### src/rtl/baccarat_pkg.sv
// Shared types, constants and scoring helpers for the baccarat hand controller.
// Optional build macro used by the top: BACCARAT_AUTORESTART_EN.
package baccarat_pkg;

  localparam int CARD_W  = 4;
  localparam int SCORE_W = 4;

  typedef logic [CARD_W-1:0]  card_t;
  typedef logic [SCORE_W-1:0] score_t;

  typedef enum logic [3:0] {
    DEAL_P1,
    DEAL_D1,
    DEAL_P2,
    DEAL_D2,
    CHECK,
    DEAL_P3,
    BANKER,
    DEAL_D3,
    DONE
  } state_t;

  localparam card_t CARD_NONE = 4'd0;
  localparam card_t CARD_MAX  = 4'd13;

  // Ace..9 count face value; 10, J, Q, K and the empty slot count zero.
  function automatic score_t card_value(input card_t c);
    if (c >= 4'd1 && c <= 4'd9) return score_t'(c);
    else                        return '0;
  endfunction

  // Adds two 0..9 values and wraps back into 0..9.
  function automatic score_t add_mod10(input score_t a, input score_t b);
    logic [4:0] s;
    s = {1'b0, a} + {1'b0, b};
    if (s >= 5'd10) s = s - 5'd10;
    return s[SCORE_W-1:0];
  endfunction

endpackage

### src/rtl/baccarat_ctrl_hand_score.sv
// Combinational mod-10 score of a three-card hand; empty slots count zero.
module hand_score (
  input  logic [3:0] card1,
  input  logic [3:0] card2,
  input  logic [3:0] card3,
  output logic [3:0] score
);
  import baccarat_pkg::*;

  // Fold the three card values together, wrapping after each add.
  always_comb begin
    score = add_mod10(add_mod10(card_value(card1), card_value(card2)),
                      card_value(card3));
  end

endmodule

### src/rtl/baccarat_ctrl.sv
// Baccarat hand sequencer: latches dealt cards, applies the natural and
// third-card rules, and flags the winner once the hand is complete.
// Build option: define BACCARAT_AUTORESTART_EN to let step in DONE start a
// fresh hand; without it DONE holds until reset.
//
// state   | meaning
// --------+----------------------------------------------------------
// DEAL_P1 | wait for player first card
// DEAL_D1 | wait for banker first card
// DEAL_P2 | wait for player second card
// DEAL_D2 | wait for banker second card
// CHECK   | one cycle: natural / player-draw / banker-draw decision
// DEAL_P3 | wait for player third card
// BANKER  | one cycle: banker tableau against player third card
// DEAL_D3 | wait for banker third card
// DONE    | hand complete, win flags valid
module baccarat_ctrl #(
  parameter int CARD_W  = 4,
  parameter int SCORE_W = 4
) (
  input  logic               slow_clock,
  input  logic               reset,
  input  logic               step,
  input  logic [CARD_W-1:0]  new_card,
  output logic [CARD_W-1:0]  pcard1,
  output logic [CARD_W-1:0]  pcard2,
  output logic [CARD_W-1:0]  pcard3,
  output logic [CARD_W-1:0]  dcard1,
  output logic [CARD_W-1:0]  dcard2,
  output logic [CARD_W-1:0]  dcard3,
  output logic [SCORE_W-1:0] pscore,
  output logic [SCORE_W-1:0] dscore,
  output logic               player_win,
  output logic               dealer_win,
  output logic               done
);
  import baccarat_pkg::*;

  state_t state;
  logic   card_ok;
  logic   take;
  logic   banker_draw;
  score_t v3;
  score_t dscore_d3;

  hand_score u_player (
    .card1 (pcard1),
    .card2 (pcard2),
    .card3 (pcard3),
    .score (pscore)
  );

  hand_score u_banker (
    .card1 (dcard1),
    .card2 (dcard2),
    .card3 (dcard3),
    .score (dscore)
  );

  // Qualify the offered card and precompute the banker decision inputs.
  always_comb begin
    card_ok   = (new_card != CARD_NONE) && (new_card <= CARD_MAX);
    take      = step && card_ok;
    v3        = card_value(pcard3);
    // dcard3 is still empty in DEAL_D3, so the final banker score is the
    // current score plus the card being loaded.
    dscore_d3 = add_mod10(dscore, card_value(new_card));
    case (dscore)
      4'd0, 4'd1, 4'd2: banker_draw = 1'b1;
      4'd3:             banker_draw = (v3 != 4'd8);
      4'd4:             banker_draw = (v3 >= 4'd2) && (v3 <= 4'd7);
      4'd5:             banker_draw = (v3 >= 4'd4) && (v3 <= 4'd7);
      4'd6:             banker_draw = (v3 >= 4'd6) && (v3 <= 4'd7);
      default:          banker_draw = 1'b0;
    endcase
  end

  // Hand sequencer; card registers and result flags are all registered here.
  always_ff @(posedge slow_clock) begin
    if (reset) begin
      state      <= DEAL_P1;
      pcard1     <= '0;
      pcard2     <= '0;
      pcard3     <= '0;
      dcard1     <= '0;
      dcard2     <= '0;
      dcard3     <= '0;
      player_win <= 1'b0;
      dealer_win <= 1'b0;
      done       <= 1'b0;
    end else begin
      case (state)
        DEAL_P1: if (take) begin pcard1 <= new_card; state <= DEAL_D1; end
        DEAL_D1: if (take) begin dcard1 <= new_card; state <= DEAL_P2; end
        DEAL_P2: if (take) begin pcard2 <= new_card; state <= DEAL_D2; end
        DEAL_D2: if (take) begin dcard2 <= new_card; state <= CHECK;   end
        CHECK: begin
          if (pscore >= 4'd8 || dscore >= 4'd8 || (pscore > 4'd5 && dscore > 4'd5)) begin
            state      <= DONE;
            done       <= 1'b1;
            player_win <= (pscore >= dscore);
            dealer_win <= (dscore >= pscore);
          end else if (pscore <= 4'd5) begin
            state <= DEAL_P3;
          end else begin
            state <= DEAL_D3;
          end
        end
        DEAL_P3: if (take) begin pcard3 <= new_card; state <= BANKER; end
        BANKER: begin
          if (banker_draw) begin
            state <= DEAL_D3;
          end else begin
            state      <= DONE;
            done       <= 1'b1;
            player_win <= (pscore >= dscore);
            dealer_win <= (dscore >= pscore);
          end
        end
        DEAL_D3: begin
          if (take) begin
            dcard3     <= new_card;
            state      <= DONE;
            done       <= 1'b1;
            player_win <= (pscore >= dscore_d3);
            dealer_win <= (dscore_d3 >= pscore);
          end
        end
        DONE: begin
`ifdef BACCARAT_AUTORESTART_EN
          if (step) begin
            state      <= DEAL_P1;
            pcard1     <= '0;
            pcard2     <= '0;
            pcard3     <= '0;
            dcard1     <= '0;
            dcard2     <= '0;
            dcard3     <= '0;
            player_win <= 1'b0;
            dealer_win <= 1'b0;
            done       <= 1'b0;
          end
`endif
        end
        default: state <= DEAL_P1;
      endcase
    end
  end

endmodule

### config.mk
export PLATFORM = sky130hd
export DESIGN_NAME = baccarat_ctrl
export DESIGN_NICKNAME = d
export VERILOG_FILES = /design/src/rtl/baccarat_pkg.sv /design/src/rtl/baccarat_ctrl_hand_score.sv /design/src/rtl/baccarat_ctrl.sv
export SDC_FILE = /design/constraint.sdc
export NUM_CORES = 1
export LEC_CHECK = 0
export CAP_MARGIN = 0
export CORE_MARGIN = 4
export CORE_UTILIZATION = 55
export CTS_CLUSTER_SIZE = 40
export DETAILED_ROUTE_END_ITERATION = 8
export HOLD_SLACK_MARGIN = 0.1
export PLACE_DENSITY = 0.83
export SKIP_LAST_GASP = 1
export SLEW_MARGIN = 20
export SYNTH_ARGS = -nofsm -noshare
export SYNTH_HDL_FRONTEND = slang
export SYNTH_HIERARCHICAL = 1
export SYNTH_SLANG_ARGS = --single-unit
### constraint.sdc
create_clock -name slow_clock -period 9.1 [get_ports slow_clock]
set_clock_uncertainty 0.05 [all_clocks]
set_input_delay 1.82 -clock slow_clock [delete_from_list [all_inputs] [get_ports slow_clock]]
set_output_delay 1.82 -clock slow_clock [all_outputs]
set_load 0.005 [all_outputs]
==> impl_results.md, run 1 <==
- Status: complete, no violations
- # rows: 25
- Vias per cell: 5.865
- CP Class: reg -> reg
- Mapped Nets: 377
- CP Launch Type: flop
- Post-route ant nets: 0
- Routed wire length: 6.581 mm
- Final Setup Violations: 0
- TritonCTS clock tree: built
- Power density of the placed cells: 121.3 nW/um^2
- HP Class: reg -> reg
- Min cycle time layout: 7.325 ns
- Ys Warns: 6
- DRC violations left: 0
- CP Capture Type: flop
- Reg2reg end: player_win$_SDFFE_PP0P_
- Main synth FF type: dfxtp_1
- Unrepaired setup endpoints after global routing: false
- Area growth syn-to-layout: 18.75%
- Gr ovfl total: 0
- Port Buf Inserts: 41
- Worst Hold Depth: 2
- Root Buffer: clkbuf_8
- IO Count: 42
- Relative slew margins: 50.11%
- R2R Setup Slk: 1.78 ns
- Critical path data arrival time: 7.49 ns
- Core Region: 4848 sq um
- Multi-input gate area: 2086 sq um
- Initial Util: 58.22%
- CTS Hold Buffers Added: 0
- Final antenna diode count: 0
- Hpwl dp: 5.095 mm
- Pin count of the biggest net entering global routing: 31
- Reg-to-reg startpoint: dcard2[3]$_SDFFE_PP0P_
- Seq cells post-synth: 31
- GP Congestion: 0.8382
- Initial antenna violation count: 0
- Layout cells sized above 1: 4.595%
- Die height: 79.64 um
- WP data required: 9.27 ns
- Nets: 414
- Syn Inst Count: 332
- Leakage power: 1.467 nW
- Min-delay src: done$_SDFFE_PP0P_
- Post-route design area: 3352 sq um
- Clk sink count: 31
- Slew @ Worst Pin: 0.7430 ns
- Layout fillers: 400
- Seq/Total Area, Yosys: 21.99%
- Async set-reset flop share out of synthesis: 0%
- Post-CTS resize count: 0
- Die width: 79.64 um
- CTS clk-pin slew, worst paths: 0.07 ns
- Clk Latency, worst-skew pair: 0.29 ns
- Netlist Area Pre-Place: 2823 sq um
- Setup TNS Final: 0 ns
- Reg2Reg Depth: 27
- Die area: 6343 sq um
- Post-CTS Setup Inserts: 0
- DR iter-0 viols: 145
- DP Area: 3268 sq um
- Avg Cell Area, Syn: 8.502 sq um
- CP Max Fanout: 7
- CTS Buf Count: 5
- Routed WL per cell: 15.06 um
- Cell variety after synth: 47
- Via count: 2,563
- 1st-pass router iterations: 4
- Final Cycle Share: 80.49%
- Hold Vio Cnt, Final: 0
- Clock Path Buffers: 2
- Worst Hold End: done$_SDFFE_PP0P_
- Max Freq: 136.5 MHz
- Vias in the first global route: 2,514
- EDFF count, synth: 0
- Htree depth: 2
- Peak VDD IR: 69.21 uV
- Max Slew Vio Count: 0
- First-pass GRT wire length: 11.17 mm
- Reg area: 620.6 sq um
- GRT Util Overall: 21.74%
- Max_cap viols: 0
-- synth_stat cells, types with 7 or more instances --
master   instances  share of area (%)
dfxtp_1         31                 22
mux2i_1         27                9.6
o21ai_0         11                2.0
nor2_1          25                3.3
nand3_1          8                1.4
nor3_1          11                2.0
nor2b_1         21                4.7
xnor2_1         11                3.4
a21oi_1         30                5.3
ha_1            33                 15
inv_1           16                2.1
nor3b_1         10                2.7
a21o_1           9                2.4
and2_1           7                1.6
nand2_1         13                1.7
-- worst max path at each step --
stage | start | to
floorplan | dcard1[3]$_SDFFE_PP0P_ | player_win$_SDFFE_PP0P_
global placement | dcard1[3]$_SDFFE_PP0P_ | player_win$_SDFFE_PP0P_
detailed placement | dcard1[3]$_SDFFE_PP0P_ | player_win$_SDFFE_PP0P_
CTS | dcard2[3]$_SDFFE_PP0P_ | player_win$_SDFFE_PP0P_
global route | dcard2[3]$_SDFFE_PP0P_ | player_win$_SDFFE_PP0P_
finish | dcard2[3]$_SDFFE_PP0P_ | player_win$_SDFFE_PP0P_
-- cells in the final DEF (no fill, tap or decap), types with 3 or more instances in the layout --
| master | synthesis | routed |
|---|---|---|
| and3_1 | 3 | 3 |
| nor3b_1 | 10 | 10 |
| ha_1 | 33 | 33 |
| and3b_1 | 5 | 5 |
| o21ai_0 | 11 | 11 |
| nand3b_1 | 4 | 4 |
| a21o_1 | 9 | 9 |
| inv_1 | 16 | 16 |
| fa_1 | 5 | 5 |
| clkinv_2 | 0 | 3 |
| a21oi_1 | 30 | 30 |
| dfxtp_1 | 31 | 31 |
| nor4_1 | 3 | 3 |
| nor2_1 | 25 | 25 |
| nor2b_1 | 21 | 21 |
| mux2i_1 | 27 | 27 |
| nor3_1 | 11 | 11 |
| nand3_1 | 8 | 8 |
| xnor2_1 | 11 | 11 |
| nand2_1 | 13 | 13 |
| clkbuf_8 | 0 | 5 |
| clkdlybuf4s50_1 | 0 | 41 |
| a32oi_1 | 3 | 3 |
| and2_1 | 7 | 7 |
-- per-stage QoR --
step | power (mW) | cells | utilization (%) | worst slack, ns | hold WS [ns]
after floorplan | 0.2615 | 332 | - | 2.508 | 0.3921
after detailed placement | 0.3045 | 429 | 67.41 | 1.767 | 0.3926
final | 0.4065 | 437 | 69.14 | 1.775 | 0.4059
after global routing | 0.4381 | 437 | 69.14 | 1.153 | 0.4295
after CTS | 0.4113 | 437 | 69.14 | 1.748 | 0.4070
after global placement | 0.2983 | 429 | 67.41 | 2.212 | 0.3890
-- cells by family (layout without fill, tap and decap cells) --
| kind of cell | Yosys count | count (layout) | share of synthesized area, % |
|---|---|---|---|
| AND/OR/NAND/NOR | 122 | 122 | 24.82 |
| AO/OA/AOI/OAI | 75 | 75 | 17.91 |
| adder cells (fa/ha/maj) | 38 | 38 | 18.17 |
| flip-flops | 31 | 31 | 21.99 |
| buffers and inverters | 28 | 66 | 4.123 |
| multiplexers | 27 | 27 | 9.574 |
| XOR/XNOR | 11 | 11 | 3.413 |
-- sequential cells by signal, summed over array words and instances, names as in the netlist --
| signal | flops |
|---|---|
| pcard1 | 4 |
| pcard3 | 4 |
| dcard1 | 4 |
| player_win | 1 |
| dcard2 | 4 |
| dcard3 | 4 |
| state | 4 |
| pcard2 | 4 |
| done | 1 |
| dealer_win | 1 |
-- layout make-up --
cell class                 instances  share of cell area (%)
tap                               67                   2.501
multi-input combinational        273                   62.22
timing repair buffer              42                   12.47
sequential                        31                   18.51
inverter                          16                   1.792
clock buffer                       5                   2.053
clock inverter                     3                  0.4479
-- per-layer routing --
layer  up-vias  wire length (um)  GRT usage (%)
li1       1288                 -              -
met1      1198              2920          27.05
met2        69              3154          37.65
met3         8               440          5.418
met4         0                66          4.811
met5         -                 0              0
-- power by group --
group          switching (mW)  internal (mW)  total [mW]
combinational          0.0804         0.0756       0.156
sequential            0.00618          0.139       0.146
clock                  0.0527         0.0522       0.105
total                   0.139          0.267       0.407
-- critical path: stages, from the launching register on --
cell,delay [ns]
dfxtp_1,0.39
o21ai_0,0.11
and2_1,0.17
ha_1,0.21
fa_1,0.40
xnor2_1,0.28
ha_1,0.29
a21oi_1,0.09
o32a_1,0.34
xnor2_1,0.18
fa_1,0.46
xnor2_1,0.26
ha_1,0.29
a21oi_1,0.10
o32ai_2,0.30
mux2i_1,0.60
ha_1,0.37
xnor2_1,0.27
ha_1,0.27
nand2_1,0.07
a21boi_0,0.30
mux2i_1,0.24
ha_1,0.27
a21o_1,0.16
a21oi_1,0.17
o21ai_0,0.11
a311o_1,0.35
mux2i_1,0.13
No activity file was read; power rests on OpenSTA's default activity.
==> run 2: changes to the inputs <==
--- a/config.mk
+++ b/config.mk
@@ -7,11 +7,11 @@
 export LEC_CHECK = 0
 export CAP_MARGIN = 0
 export CORE_MARGIN = 4
-export CORE_UTILIZATION = 55
+export CORE_UTILIZATION = 50
 export CTS_CLUSTER_SIZE = 40
 export DETAILED_ROUTE_END_ITERATION = 8
 export HOLD_SLACK_MARGIN = 0.1
-export PLACE_DENSITY = 0.83
+export PLACE_DENSITY = 0.79
 export SKIP_LAST_GASP = 1
 export SLEW_MARGIN = 20
 export SYNTH_ARGS = -nofsm -noshare
==> constraint.sdc (replaced) <==
create_clock -name slow_clock -period 6.2 [get_ports slow_clock]
set_clock_uncertainty 0.05 [all_clocks]
set_input_delay 1.24 -clock slow_clock [delete_from_list [all_inputs] [get_ports slow_clock]]
set_output_delay 1.24 -clock slow_clock [all_outputs]
set_load 0.005 [all_outputs]
==> impl_results.md, run 2 (same netlist as run 1, synthesis figures left out) <==
- Status: complete, no violations
- Slew @ Worst Pin: 0.7149 ns
- GRT Util Overall: 20.26%
- Setup TNS Final: 0 ns
- Hold_ws: 0.4140 ns
- 1st-pass router iterations: 4
- WP data required: 6.37 ns
- Relative slew margins: 51.97%
- Max Slew Vio Count: 0
- CP Capture Type: flop
- Nets: 442
- Area growth syn-to-layout: 37.99%
- Top Family by Delay on Critical Path: adder cells
- CP Depth: 28
- DP Area: 3466 sq um
- Max_cap viols: 0
- CTS clk-pin slew, worst paths: 0.06 ns
- Pin count of the biggest net entering global routing: 32
- WP buf/inv: 1
- Die area: 6911 sq um
- DRC violations left: 0
- DR iter-0 viols: 190
- Layout cells sized above 1: 22.86%
- Die width: 83.14 um
- TritonCTS clock tree: built
- First-pass GRT wire length: 12.03 mm
- Clk Latency, worst-skew pair: 0.28 ns
- Global Route met2 Usage: 33.89%
- GR Layer Usage met3: 3.472%
- Die height: 83.14 um
- Final Setup Violations: 0
- IO Count: 42
- CTS Buf Count: 5
- Routed WL per cell: 15.40 um
- Peak VDD IR: 151.1 uV
- Post-route design area: 3895 sq um
- HP Class: reg -> reg
- Max Freq: 164.3 MHz
- Busiest metal layer after global routing: met2
- Routed wire length: 7.239 mm
- Final antenna diode count: 0
- Crit-path slowest cell: fa_2
- Vias per cell: 5.743
- Reg2Reg Depth: 28
- GP Congestion: 0.8686
- Core Region: 5507 sq um
- Htree depth: 2
- Most used cell, CP: a21oi_2
- CTS Hold Buffers Added: 0
- # rows: 27
- Via count: 2,699
- Post-route ant nets: 0
- Hpwl dp: 5.230 mm
- Commonest non-fill, non-tap cell in the layout: clkdlybuf4s50_1
- Root Buffer: clkbuf_8
- Hold Vio Cnt, Final: 0
- CP Class: reg -> reg
- Met1 Use GR: 27.28%
- CP Launch Type: flop
- CP Max Fanout: 5
- Clock Path Buffers: 2
- Worst Hold Depth: 2
- Initial Util: 51.26%
- Most frequent cells in the layout: 37 x clkdlybuf4s50_1, 28 x buf_4, 25 x mux2i_1, 25 x nor2_1
- Final Cycle Share: 98.20%
- Initial antenna violation count: 0
- CP max stage delay: 0.45 ns
- Port Buf Inserts: 41
- Vias in the first global route: 2,579
- Clk sink count: 31
- Final Util: 70.73%
- Critical path data arrival time: 6.25 ns
- Unrepaired setup endpoints after global routing: true
- Min cycle time layout: 6.088 ns
- Power density of the placed cells: 186.0 nW/um^2
- Gr ovfl total: 0
- Leakage power: 1.714 nW
-- run 2: what timing repair did --
| action | CTS | global route |
|---|---|---|
| gates resized for setup | 8 | 30 |
| pin swaps | 4 | 34 |
| setup buffers | 2 | 12 |
| endpoints found under the setup margin | 5 | 7 |
-- run 2: path summary, 6_finish.rpt --
path	start	to	slack (ns)
hold reg to reg	done$_SDFFE_PP0P_	done$_SDFFE_PP0P_	0.41
setup reg to reg	dcard1[1]$_SDFFE_PP0P_	player_win$_SDFFE_PP0P_	0.11
setup / recovery	dcard1[1]$_SDFFE_PP0P_	player_win$_SDFFE_PP0P_	0.11
hold / removal	done$_SDFFE_PP0P_	done$_SDFFE_PP0P_	0.41
-- run 2: routing by layer --
| layer | vias up | routed length, um |
|---|---|---|
| met3 | 17 | 416 |
| li1 | 1348 | - |
| met5 | - | 0 |
| met2 | 86 | 3422 |
| met4 | 0 | 133 |
| met1 | 1248 | 3267 |
-- run 2: layout make-up --
cell class,count,area (sq um)
clock buffers,6,82.58
clock inverters,2,35.03
fillers,419,1612
inverters,16,60.06
multi-input cells,273,2361
flip-flops and latches,31,631.9
well taps,72,90.09
repair buffers,70,634.4
-- run 2: power by group --
part	switching [mW]	internal [mW]	total, mW	leakage, nW
combinational	0.145	0.159	0.304	1.40
sequential	0.00867	0.205	0.214	0.255
clock	0.0772	0.130	0.207	0.0612
total	0.231	0.494	0.725	1.71
-- run 2: metrics by stage --
| stage | std cells | setup slack (ns) | power (mW) |
|---|---|---|---|
| floorplan | 332 | 0.01636 | 0.3950 |
| global placement | 448 | 0.05779 | 0.4561 |
| detailed placement | 448 | -0.2255 | 0.4654 |
| CTS | 458 | -0.04231 | 0.6849 |
| global route | 470 | -0.1721 | 0.7705 |
| finish | 470 | 0.1117 | 0.7245 |
-- run 2: tightest hold or removal path, delay by kind of cell (launching register included) --
| kind | cells | cell delay [ns] |
|---|---|---|
| buffers and inverters | 1 | 0.05 |
| DFF | 1 | 0.32 |
| AOI/OAI and AO/OA | 1 | 0.05 |
==> run 3: changes to the inputs <==
--- a/config.mk
+++ b/config.mk
@@ -8,7 +8,7 @@
 export CAP_MARGIN = 0
 export CORE_MARGIN = 4
 export CORE_UTILIZATION = 50
-export CTS_CLUSTER_SIZE = 40
+export CTS_CLUSTER_SIZE = 20
 export DETAILED_ROUTE_END_ITERATION = 8
 export HOLD_SLACK_MARGIN = 0.1
 export PLACE_DENSITY = 0.79
@@ -18,3 +18,4 @@
 export SYNTH_HDL_FRONTEND = slang
 export SYNTH_HIERARCHICAL = 1
 export SYNTH_SLANG_ARGS = --single-unit
+export TNS_END_PERCENT = 20
==> impl_results.md, run 3 (same netlist as run 1, synthesis figures left out) <==
- CTS clk-pin slew, worst paths: 0.07 ns
- Most frequent cells in the layout: 39 x clkdlybuf4s50_1, 28 x buf_4, 25 x a21oi_1, 25 x mux2i_1, 25 x nor2_1
- Gr ovfl total: 0
- Initial antenna violation count: 0
- Leakage power: 1.673 nW
- Area growth syn-to-layout: 37.23%
- DR iter-0 viols: 165
- Routed wire length: 7.239 mm
- Via count: 2,680
- CP Capture Type: output pin
- Crit path capture: dscore[1]
- Reg2reg end: dealer_win$_SDFFE_PP0P_
- Clk sink count: 31
- Pint: 0.4909 mW
- Htree depth: 2
- Core Region: 5507 sq um
- CP Max Fanout: 6
- Max Slew Vio Count: 0
- Hold Vio Cnt, Final: 0
- Die width: 83.14 um
- CTS Buf Count: 5
- Unrepaired setup endpoints after global routing: true
- Seq pwr share: 29.7%
- CP Launch Type: flop
- Final Cycle Share: 98.41%
- Clock Path Buffers: 2
- Final antenna diode count: 0
- HP Class: reg -> reg
- Die height: 83.14 um
- Reg-to-reg startpoint: dcard1[1]$_SDFFE_PP0P_
- Final Setup Violations: 0
- Port Buf Inserts: 41
- Clock power share: 29.0%
- Pin count of the biggest net entering global routing: 32
- Commonest non-fill, non-tap cell in the layout: clkdlybuf4s50_1
- Max Freq: 163.9 MHz
- Post-route ant nets: 0
- Critical path data arrival time: 4.81 ns
- 1st-pass router iterations: 4
- CP Class: reg -> out
- GP Congestion: 0.8686
- Layout cells sized above 1: 22.11%
- Clk Latency, worst-skew pair: 0.28 ns
- Hpwl dp: 5.230 mm
- Status: complete, no violations
- DRC violations left: 0
- Nets: 442
- Slew @ Worst Pin: 0.7252 ns
- Root Buffer: clkbuf_8
- First-pass GRT wire length: 12.03 mm
- # rows: 27
- Max_cap viols: 0
- Min cycle time layout: 6.101 ns
- Routed WL per cell: 15.40 um
- GRT Util Overall: 20.26%
- Hold_ws: 0.4135 ns
- Reported net switching power: 0.2291 mW
- Vias per cell: 5.702
- Relative slew margins: 51.28%
- Critical Path Source: dcard1[1]$_SDFFE_PP0P_
- R2R Setup Slk: 0.14 ns
- Switching share of total power: 31.82%
- Peak VDD IR: 146.5 uV
- WP data required: 4.91 ns
- Vias in the first global route: 2,579
- TritonCTS clock tree: built
- IO Count: 42
- Initial Util: 51.26%
- Comb pwr share: 41.3%
- Power density of the placed cells: 185.9 nW/um^2
- Setup TNS Final: 0 ns
- Reg2Reg Depth: 29
- Die area: 6911 sq um
==> run 3: layout make-up <==
class                      count  area (sq um)
inverter                      16         60.06
tap                           72         90.09
timing repair buffer          70         629.4
sequential                    31         631.9
clock inverter                 2         35.03
multi-input combinational    273          2345
clock buffer                   6         82.58
fill                         419          1633
==> run 3: worst max-delay path, stage by stage (launching register included) <==
cell and delay (ns):
dfxtp_2 0.36, o21ai_1 0.07, and2_1 0.14, ha_2 0.19
fa_2 0.39, xnor2_4 0.16, buf_6 0.13, nand3b_1 0.11
a21oi_2 0.07, o32a_1 0.35, xnor2_2 0.18, fa_2 0.45
xnor2_4 0.22, ha_4 0.21, a21oi_2 0.07, o32ai_4 0.33
xnor2_2 0.17, buf_4 0.17, buf_4 0.10, buf_4 0.13
clkdlybuf4s50_1 0.50
==> run 3: power groups by stage <==
stage | Sequential (mW) | Combinational, mW | Clock, mW
6_report | 0.214 | 0.297 | 0.209
5_1_grt | 0.215 | 0.329 | 0.220
4_1_cts | 0.213 | 0.261 | 0.211
3_5_place_dp | 0.218 | 0.248 | 0
3_3_place_gp | 0.217 | 0.239 | 0
2_1_floorplan | 0.214 | 0.181 | 0
==> run 3: repair_timing <==
action	in CTS	in global routing
resized for setup	8	25
hold endpoints to repair	0	0
hold buffers	0	0
buffers inserted	2	12
pin swaps	4	33
endpoints found under the setup margin	5	7
==> run 3: per-stage QoR <==
stage / total power, mW / std cells / area (sq um) / setup slack [ns] / utilization [%]
floorplan: 0.3950 / 332 / 2909 / 0.01636 / -
global placement: 0.4561 / 448 / 3466 / 0.05779 / 62.94
detailed placement: 0.4654 / 448 / 3466 / -0.2255 / 62.94
CTS: 0.6849 / 458 / 3650 / -0.04231 / 66.28
global route: 0.7644 / 470 / 3874 / -0.1660 / 70.35
finish: 0.7200 / 470 / 3874 / 0.09886 / 70.35
==> run 3: metal layers <==
| metal | global-route usage, % | share of wire [%] |
|---|---|---|
| met4 | 4.458 | 1.6 |
| met3 | 3.472 | 4.8 |
| met2 | 33.89 | 47 |
| met1 | 27.28 | 46 |
| met5 | 0 | 0 |
==> run 3: worst min-delay path by stage <==
stage | from | end | cells past startpoint
after global placement | done$_SDFFE_PP0P_ | done$_SDFFE_PP0P_ | 2
after global routing | done$_SDFFE_PP0P_ | done$_SDFFE_PP0P_ | 2
after floorplan | done$_SDFFE_PP0P_ | done$_SDFFE_PP0P_ | 2
after CTS | done$_SDFFE_PP0P_ | done$_SDFFE_PP0P_ | 2
final | done$_SDFFE_PP0P_ | done$_SDFFE_PP0P_ | 2
after detailed placement | player_win$_SDFFE_PP0P_ | player_win$_SDFFE_PP0P_ | 2
